===== src/rtl/mem_bridge.sv =====
// mem_bridge: CPU load/store responder running one req/ack bus access per strobe, with timeout abort
module mem_bridge #(
    parameter int WORD_SIZE = 16,
    parameter int ADDR_SIZE = 16,
    parameter int TIMEOUT   = 15,
    parameter int CNT_SIZE  = 4
) (
    input  logic                 clk,
    input  logic                 rst_n,
    input  logic                 req_load,
    input  logic                 req_store,
    input  logic                 req_io,
    input  logic [ADDR_SIZE-1:0] addr,
    input  logic [WORD_SIZE-1:0] wdata,
    output logic [WORD_SIZE-1:0] rdata,
    output logic                 done,
    output logic                 err,
    output logic                 busy,
    output logic                 bus_req,
    output logic                 bus_we,
    output logic                 bus_io,
    output logic [ADDR_SIZE-1:0] bus_addr,
    output logic [WORD_SIZE-1:0] bus_wdata,
    input  logic [WORD_SIZE-1:0] bus_rdata,
    input  logic                 bus_ack
);
    typedef enum logic [1:0] {S_IDLE, S_REQ, S_DONE} state_t;
    localparam logic [CNT_SIZE-1:0] LP_LAST = CNT_SIZE'(TIMEOUT - 1);
    state_t               r_state, w_next;
    logic [ADDR_SIZE-1:0] r_addr;
    logic [WORD_SIZE-1:0] r_wdata, r_rdata;
    logic [CNT_SIZE-1:0]  r_cnt;
    logic                 r_we, r_io, r_err;
    logic                 w_start, w_illegal, w_busy, w_abort;
    assign w_start   = req_load ^ req_store;
    assign w_illegal = req_load & req_store;
    assign w_busy    = (r_state == S_REQ);
    // ack has priority: abort only fires when the last allowed cycle passes without ack
    assign w_abort   = w_busy & ~bus_ack & (r_cnt == LP_LAST);
    assign busy      = w_busy;
    assign bus_req   = w_busy;
    assign bus_we    = w_busy & r_we;
    assign bus_io    = w_busy & r_io;
    assign bus_addr  = r_addr;
    assign bus_wdata = r_wdata;
    assign rdata     = r_rdata;
    assign done      = (r_state == S_DONE);
    assign err       = done & r_err;
    // state register; reset drops bus_req at once since bus_req decodes the state
    always_ff @(posedge clk or negedge rst_n) begin
        if (!rst_n) r_state <= S_IDLE;
        else        r_state <= w_next;
    end
    // next state: strobes only matter in IDLE, so requests in REQ/DONE are dropped
    always_comb begin
        w_next = r_state;
        case (r_state)
            S_IDLE:  w_next = w_start ? S_REQ : (w_illegal ? S_DONE : S_IDLE);
            S_REQ:   w_next = (bus_ack || w_abort) ? S_DONE : S_REQ;
            default: w_next = S_IDLE;
        endcase
    end
    // request latching, wait counting and load result capture
    always_ff @(posedge clk or negedge rst_n) begin
        if (!rst_n) begin
            r_addr  <= '0;
            r_wdata <= '0;
            r_rdata <= '0;
            r_cnt   <= '0;
            r_we    <= 1'b0;
            r_io    <= 1'b0;
            r_err   <= 1'b0;
        end else if (r_state == S_IDLE) begin
            if (w_start) begin
                r_addr <= addr;
                r_we   <= req_store;
                r_io   <= req_io;
                r_cnt  <= '0;
                r_err  <= 1'b0;
                if (req_store) r_wdata <= wdata;
            end else if (w_illegal) begin
                r_err <= 1'b1;
            end
        end else if (w_busy) begin
            if (bus_ack) begin
                r_err <= 1'b0;
                if (!r_we) r_rdata <= bus_rdata;
            end else if (w_abort) begin
                r_err <= 1'b1;
                if (!r_we) r_rdata <= '1;
            end else begin
                r_cnt <= r_cnt + 1'b1;
            end
        end
    end
endmodule


===== config.mk =====
export PLATFORM = sky130hd
export DESIGN_NAME = mem_bridge
export DESIGN_NICKNAME = d
export VERILOG_FILES = /design/src/rtl/mem_bridge.sv
export SDC_FILE = /design/constraint.sdc
export NUM_CORES = 1
export LEC_CHECK = 0
export ABC_AREA = 0
export BUFFER_PORTS_ARGS = -buffer_cell sky130_fd_sc_hd__buf_2
export CORE_UTILIZATION = 46
export DETAILED_ROUTE_END_ITERATION = 12
export GPL_TIMING_DRIVEN = 1
export HOLD_SLACK_MARGIN = 0.03
export MAX_ROUTING_LAYER = met4
export PLACE_DENSITY = 0.79
export SKIP_LAST_GASP = 1
export SLEW_MARGIN = 40
export SYNTH_ARGS = -nofsm -noshare
export SYNTH_HDL_FRONTEND = slang
export SYNTH_SLANG_ARGS = --single-unit
export TNS_END_PERCENT = 5

===== constraint.sdc =====
create_clock -name clk -period 1.8 [get_ports clk]
set_input_delay 0.09 -clock clk [delete_from_list [all_inputs] [get_ports clk]]
set_output_delay 0.09 -clock clk [all_outputs]
set_load 0.01 [all_outputs]

* Yosys cells after proc, flatten, opt, wreduce, memory -nomap -nowiden
Cells that the tools add are included.
** Operators by class
- $add $sub $neg :: 1
- Equality and inequality tests :: 7
- Mux-type cells :: 19
- Bitwise gates (word level) :: 10
- Reduce and logical (&&, ||, !) cells :: 10
** Operators by type and width (count)
- $mux W16 :: 4
- $mux W4 :: 5
- $reduce_and A4 Y1 :: 2
- $and A1 B1 Y1 :: 6
- $mux W1 :: 6
- $mux W2 :: 3
- $reduce_and A3 Y1 :: 2
- $add A4 B1 Y4 const B :: 1
- $eq A4 B4 Y1 const B :: 1
- $ne A2 B1 Y1 const B :: 2
- $pmux W2 S2 :: 1
- $reduce_bool A2 Y1 :: 2
- $ne A3 B3 Y1 const B :: 1
- $not A1 Y1 :: 3
- $reduce_bool A3 Y1 :: 1
- $eq A2 B1 Y1 const B :: 1
- $eq A2 B2 Y1 const B :: 1
- $logic_not A2 Y1 :: 1
- $ne A2 B2 Y1 const B :: 1
- $reduce_and A2 Y1 :: 1
- $logic_or A1 B1 Y1 :: 1
- $xor A1 B1 Y1 :: 1
** Storage, ports and cells
- Register bits after elaboration :: 57
- Output and inout port bits :: 54
- Word-level logic and storage cells :: 55

* Logic depth before layout (Yosys ltp)
Gate-level depths: netlist (run 1).
- Depth after elaboration :: 7
- Depth in mapped cells :: 7

* Worst setup path before layout (run 1)
No wires, ideal clock.
- Kind :: register to register
- From :: register r_cnt[0]
- To :: register r_rdata[10] (netlist: rdata[10])
- Data arrival time :: 1.326 ns
- Required time :: 1.679 ns
- Slack :: 0.353 ns
- Stages on the path, launching flop included :: 7
- Path buffers :: 1
- Period minus slack after synthesis :: 1.447 ns
- Cell sequence :: dfrtp_1 -> inv_1 -> ha_1 -> a31oi_1 -> nor3_4 -> buf_6 -> o22a_1
** On the way
- Cells in the longest elaborated chain, start to end :: 4
** Ends and longest elaborated chain
- from (decl) :: line 32 : logic [CNT_SIZE-1:0] r_cnt;
- from (signal assigned) :: line 92 : r_cnt <= r_cnt + 1'b1;
- $eq A4 B4 Y1 :: line 39 : assign w_abort = w_busy & ~bus_ack & (r_cnt == LP_LAST);
- $and A1 B1 Y1 :: line 39
- $reduce_bool A2 Y1 (no source line)
- $reduce_and A4 Y1 (no source line)
- to (signal assigned) :: line 87 : if (!r_we) r_rdata <= bus_rdata;
- to (decl) :: line 31 : logic [WORD_SIZE-1:0] r_wdata, r_rdata;
Every way passes these cells.
A chain may end at the register's enable or synchronous reset.

* Worst setup path after layout (run 1)
- From :: register r_cnt[0]
- To :: register r_rdata[13] (netlist: rdata[13])
Same word-level chain as after synthesis.

==> flow_summary.yaml, run 1 <==
timing:
  fin_crit_sh: 0.8863
  slew_headroom: 0.5374
  hold_viol: 0
  min_period_ns: 1.595
  rsz0062_at_grt: "false"
  tightest_slew_ns: 0.6940
  fin_skew_ns: 0.005216
  setup_viol_count_final: 0
  fmax_ghz: 0.6268
  fin_tns_setup_ns: 0
  drv_slew: 0
detailed_routing:
  viasPerCell: 4.868
  postRouteAntennaNets: 0
  wl_per_cell_microns: 14.26
  route.detailed.drc: 0
  vias: 2069
  drt-total-wl_mm: 6.061
  drtIter0Drc: 51
  firstDrtPassIters: 4
setup_path:
  start_kind: "flop"
  endpoint_kind: "flop"
  cp_max_fo: 16
  crit_required_ns: 2.01
  path_class: "reg2reg"
  critical_path_arrival_ns: 1.80
  rr_worst_depth: 6
pwr:
  leakage_nw: 1.851
  power_density_nw_per_um2: 1541
  ir_drop_v: 0.0008839
logic_synthesis:
  yosysTopAreaCellShare: 0.6013
  synth_area_per_cell_sq_um: 12.49
  synthesis.area_sq_um: 2372
  syn-num-nets: 249
  synthArstFlopShare: 1.000
  ys_ff_latch: 57
  ys_warn_count: 0
  synth-main-ff-cell: "dfrtp_1"
  yosys.area.top_type: "dfrtp_1"
  synth_area_leaders: "dfrtp_1, nand2_1, mux2_2, o22a_1, buf_6"
  seq_area_frac_synth: 0.6013
  synth_cells: 190
  synth_edf_count: 0
  synth_cell_types: 33
cells_and_area:
  final_nets: 413
  fillers: 289
  layout.cells.non_filler: 425
  area.growth.synth_to_final_pct: 53.80
  drive_above_1_share: 0.4246
  final_cell_mix: "buf_2, dfrtp_1, nand2_1"
  postLayoutCellArea_sq_um: 3649
  n_antenna_cell: 0
  final_common_cell: "buf_2"
clock_tree:
  post_cts_resize_count: 0
  cts-htree-levels: 3
  cts_root_buf: "clkbuf_8"
  numCtsBuffers: 9
  cts.sinks: 57
  clk_latency_ns: 0.33
  clk_pin_slew_ns: 0.06
  cts_tree: "built"
  cts_max_path_buffers: 2
global_route:
  overflow: 0
  grt_pass1_vias: 2054
  grt_antenna_before_repair: 0
  grt_max_degree: 58
  grt_pass1_wl_mm: 9.363
  grt_use_total: 0.2404
die:
  die_w_microns: 73.82
  ios: 108
  die-area_sq_um: 5449
  fp.coreArea_sq_um: 4848
  dieHeight_microns: 73.82
  initial_core_util: 0.4893
  fp-row-count: 25
run_status:
  status: "finished, final reports clean"
place:
  place_area_sq_um: 2933
  place_inst: 359
  hpwl_mm: 3.415
  port-buffer-count: 107
  place_congestion: 0.7521
min_path:
  holdCritPathClass: "in2reg"
  whs_path_depth: 3
flow_run:
  maxCapViolations: 0
-- path summary, 6_finish.rpt --
| check | slack [ns] | start | to |
|---|---|---|---|
| max | 0.20 | r_cnt[0] | rdata[13] |
| min | 0.07 | req_store | r_we |
| max reg2reg | 0.20 | r_cnt[0] | rdata[13] |
| min reg2reg | 0.47 | r_io | r_io |
| max in group asynchronous | 0.90 | rst_n | bus_addr[9] |
| min in group asynchronous | 0.43 | rst_n | bus_wdata[7] |
-- flip-flops by register name, indices dropped and copies added, names as in the netlist --
signal and count:
r_err 1, r_io 1, bus_addr 16, r_state 2, r_we 1, rdata 16, r_cnt 4, bus_wdata 16
-- per-stage QoR --
| stage | worst slack [ns] | total power, mW | hold WS [ns] | utilization |
|---|---|---|---|---|
| after floorplan | 0.3528 | 3.534 | -0.2056 | - |
| after global placement | 0.2106 | 4.222 | 0.2627 | 0.6049 |
| after detailed placement | 0.1202 | 4.310 | 0.2692 | 0.6049 |
| final | 0.2047 | 5.622 | 0.06525 | 0.7525 |
| after global routing | 0.1008 | 6.005 | 0.06226 | 0.7525 |
| after CTS | 0.1114 | 5.578 | 0.05638 | 0.7484 |
-- metal layers --
| metal | global-route usage | wire length (microns) |
|---|---|---|
| met1 | 0.2713 | 2490 |
| met2 | 0.4047 | 3115 |
| met3 | 0.07133 | 379 |
| met4 | 0.08547 | 74 |
| met5 | - | 0 |
-- cell type report --
class,count,area [sq um],area share
sequential,57,1426,0.3909
timing repair buffer,163,1094,0.2997
multi-input combinational,119,832.0,0.2281
clock buffer,12,155.1,0.04252
tap,67,83.83,0.02298
clock inverter,3,40.04,0.01097
inverter,4,17.52,0.004801
-- worst max-delay path, stage by stage (launching register included) --
cell and delay, ns:
dfrtp_1 0.37, inv_1 0.08, ha_1 0.21, a31oi_1 0.37, nor3_4 0.09, buf_12 0.16
o22a_1 0.19
-- report_power, final --
| part | internal, mW | switching, mW |
|---|---|---|
| Combinational | 1.05 | 1.11 |
| Clock | 0.702 | 0.472 |
| Sequential | 1.89 | 0.398 |
| Total | 3.64 | 1.98 |
-- cells in the mapped netlist, types with 2 or more instances --
master    count
ha_1          5
buf_2         2
nand3_1       3
and2_1        3
dfrtp_1      57
nand2_1      53
mux2_2       16
o21ai_0       2
o22a_1       16
inv_1         3
a211oi_1      2
buf_6         7
-- timing repair --
action	CTS	global route
endpoints found under the hold margin	106	0
endpoints found under the setup margin	0	16
buffers inserted	0	1
hold buffers	50	0
-- kinds of logic (layout without fill, tap and decap cells) --
| logic type | Yosys count | count (layout) | share of synthesized area |
|---|---|---|---|
| AND/OR/NAND/NOR | 69 | 69 | 0.1450 |
| flip-flops | 57 | 57 | 0.6013 |
| AO/OA/AOI/OAI | 28 | 28 | 0.09916 |
| multiplexers | 17 | 17 | 0.08017 |
| buffers and inverters | 14 | 182 | 0.04800 |
| adder cells (fa/ha/maj) | 5 | 5 | 0.02637 |
Note: power is estimated with default switching activity, not from simulation.
==> inputs of run 2 (changes only) <==
--- a/config.mk
+++ b/config.mk
@@ -9,10 +9,11 @@
 export BUFFER_PORTS_ARGS = -buffer_cell sky130_fd_sc_hd__buf_2
 export CORE_UTILIZATION = 46
 export DETAILED_ROUTE_END_ITERATION = 12
+export GPL_ROUTABILITY_DRIVEN = 1
 export GPL_TIMING_DRIVEN = 1
 export HOLD_SLACK_MARGIN = 0.03
 export MAX_ROUTING_LAYER = met4
-export PLACE_DENSITY = 0.79
+export PLACE_DENSITY = 0.89
 export SKIP_LAST_GASP = 1
 export SLEW_MARGIN = 40
 export SYNTH_ARGS = -nofsm -noshare
==> constraint.sdc (replaced) <==
create_clock -name clk -period 1.65 [get_ports clk]
set_input_delay 0.0825 -clock clk [delete_from_list [all_inputs] [get_ports clk]]
set_output_delay 0.0825 -clock clk [all_outputs]
set_load 0.01 [all_outputs]
==> run 2 against run 1 <==
- register-to-register slack lost 0.09 ns
- sequential cell count is the same
- sequential share of layout area shrank 0.27 points
- via count fell by 0.63%
- largest cell class unchanged
- first-iteration DRC count up 120%
- global-route usage shrank 0.074 points
- sequential power is 8% higher
- cell count increased by 0.71%
- clock power grew 3%
- clock-buffer cell count up 2
- clock skew increased by 0.0036 ns
- non-clock buffer count increased by 2
==> flow_summary.yaml, run 2 (synthesized netlist as in run 1, its figures left out) <==
run_status:
  status: "finished, final reports clean"
die:
  initial_core_util: 0.4893
  die-area_sq_um: 5449
  dieHeight_microns: 73.82
  fp.coreArea_sq_um: 4848
  die_w_microns: 73.82
  fp-row-count: 25
  ios: 108
cells_and_area:
  n_antenna_cell: 0
  final_cell_mix: "buf_2, dfrtp_1, nand2_1"
  area.growth.synth_to_final_pct: 54.85
  final_nets: 415
  ff_latch_area_sq_um: 1426
  multi_input_area_sq_um: 832.0
  fillers: 314
  drive_above_1_share: 0.4294
  layout.cells.non_filler: 428
  final_common_cell: "buf_2"
timing:
  finalWorstSetupSlack_ns: 0.05600
  slew_headroom: 0.7078
  fmax_ghz: 0.6274
  hold_viol: 0
  setup_viol_count_final: 0
  fin_crit_sh: 0.9661
  drv_slew: 0
  min_period_ns: 1.594
  rsz0062_at_grt: "true"
  tightest_slew_ns: 0.4326
  worst_hold_slack_ns: 0.05795
  fin_tns_setup_ns: 0
  fin_skew_ns: 0.008791
global_route:
  overflow: 0
  grt_antenna_before_repair: 0
  grt_pass1_vias: 2109
  grt_use_total: 0.2396
  grt_max_degree: 58
  grt_pass1_wl_mm: 9.280
setup_path:
  endpoint_kind: "output port"
  cp_max_fo: 9
  crit_required_ns: 1.57
  cp_slowest_cell: "dfrtp_1"
  cp_cell_sequence: "buf_4 > nand2b_4 > inv_4 > and2_1 > buf_2"
  path_class: "reg2out"
  cpPeakStageDelay_ns: 0.50
  critical_path_arrival_ns: 1.51
  start_kind: "flop"
detailed_routing:
  firstDrtPassIters: 4
  wl_per_cell_microns: 14.13
  postRouteAntennaNets: 0
  route.detailed.drc: 0
  vias: 2056
  drt-total-wl_mm: 6.049
  viasPerCell: 4.804
  drtIter0Drc: 110
min_path:
  holdCritPathClass: "in2reg"
place:
  place_inst: 360
  place_congestion: 0.7646
  place_ws_ns: 0.01087
  hpwl_mm: 3.373
  port-buffer-count: 107
clock_tree:
  cts_root_buf: "clkbuf_8"
  clk_latency_ns: 0.32
  cts.sinks: 57
  cts_tree: "built"
  cts_max_path_buffers: 2
  cts-htree-levels: 3
  clk_pin_slew_ns: 0.06
  numCtsBuffers: 9
pwr:
  leakage_nw: 1.866
  power_density_nw_per_um2: 1651
  ir_drop_v: 0.0009060
flow_run:
  maxCapViolations: 0
-- run 2: cell count changes in the layout (fill, tap and decap cells not counted), sizes merged --
cell | previous run | this run
buf | 113 | 115
clkbuf | 12 | 14
bufinv | 1 | 0
-- run 2: cell type report --
type / instances / area share
clock buffers: 14 / 0.04973
clock inverters: 2 / 0.002725
inverters: 4 / 0.004768
multi-input cells: 119 / 0.2265
flip-flops and latches: 57 / 0.3883
well taps: 67 / 0.02282
repair buffers: 165 / 0.3052
-- run 2: metrics by stage --
stage / utilization / instance area [sq um] / power (mW)
after floorplan: - / 2372 / 3.855
after global placement: 0.6116 / 2965 / 4.625
after detailed placement: 0.6116 / 2965 / 4.735
after CTS: 0.7577 / 3674 / 6.069
after global routing: 0.7577 / 3674 / 6.480
final: 0.7577 / 3674 / 6.066
-- run 2: timing repair --
item / CTS / global route
pin swaps: 1 / 0
hold buffers: 50 / 0
setup endpoints to repair: 2 / 3
endpoints found under the hold margin: 106 / 0
resized for setup: 0 / 1
buffers inserted: 2 / 0
-- run 2: worst max-delay path, delay by kind of cell, from the launching register on --
family / cells / cell delay (ns)
buffers and inverters: 3 / 0.45
AND/OR/NAND/NOR: 2 / 0.24
flip-flops: 1 / 0.50
-- run 2: final timing paths --
path	startpoint	slack (ns)	cells past startpoint	end
min in group asynchronous	rst_n	0.30	3	bus_addr[4]
max in group asynchronous	rst_n	1.11	3	bus_wdata[9]
setup reg to reg	r_cnt[0]	0.11	4	r_cnt[3]
hold reg to reg	bus_addr[15]	0.47	2	bus_addr[15]
setup / recovery	r_state[0]	0.06	5	bus_we
hold / removal	req_store	0.06	3	r_we
-- run 2: report_power, final --
part	total, mW	internal [mW]	switching (mW)
clock network	1.21	0.704	0.502
registers	2.47	2.06	0.410
logic	2.39	1.16	1.22
total	6.07	3.93	2.14
-- run 2: metal layers --
| metal | GRT usage | part of all wire | vias to the layer above | routed length (microns) |
|---|---|---|---|---|
| li1 | - | - | 984 | - |
| met1 | 0.2466 | 0.42 | 978 | 2531 |
| met2 | 0.4353 | 0.51 | 84 | 3080 |
| met3 | 0.04938 | 0.057 | 10 | 346 |
| met4 | 0.1090 | 0.015 | 0 | 91 |
| met5 | - | 0 | - | 0 |
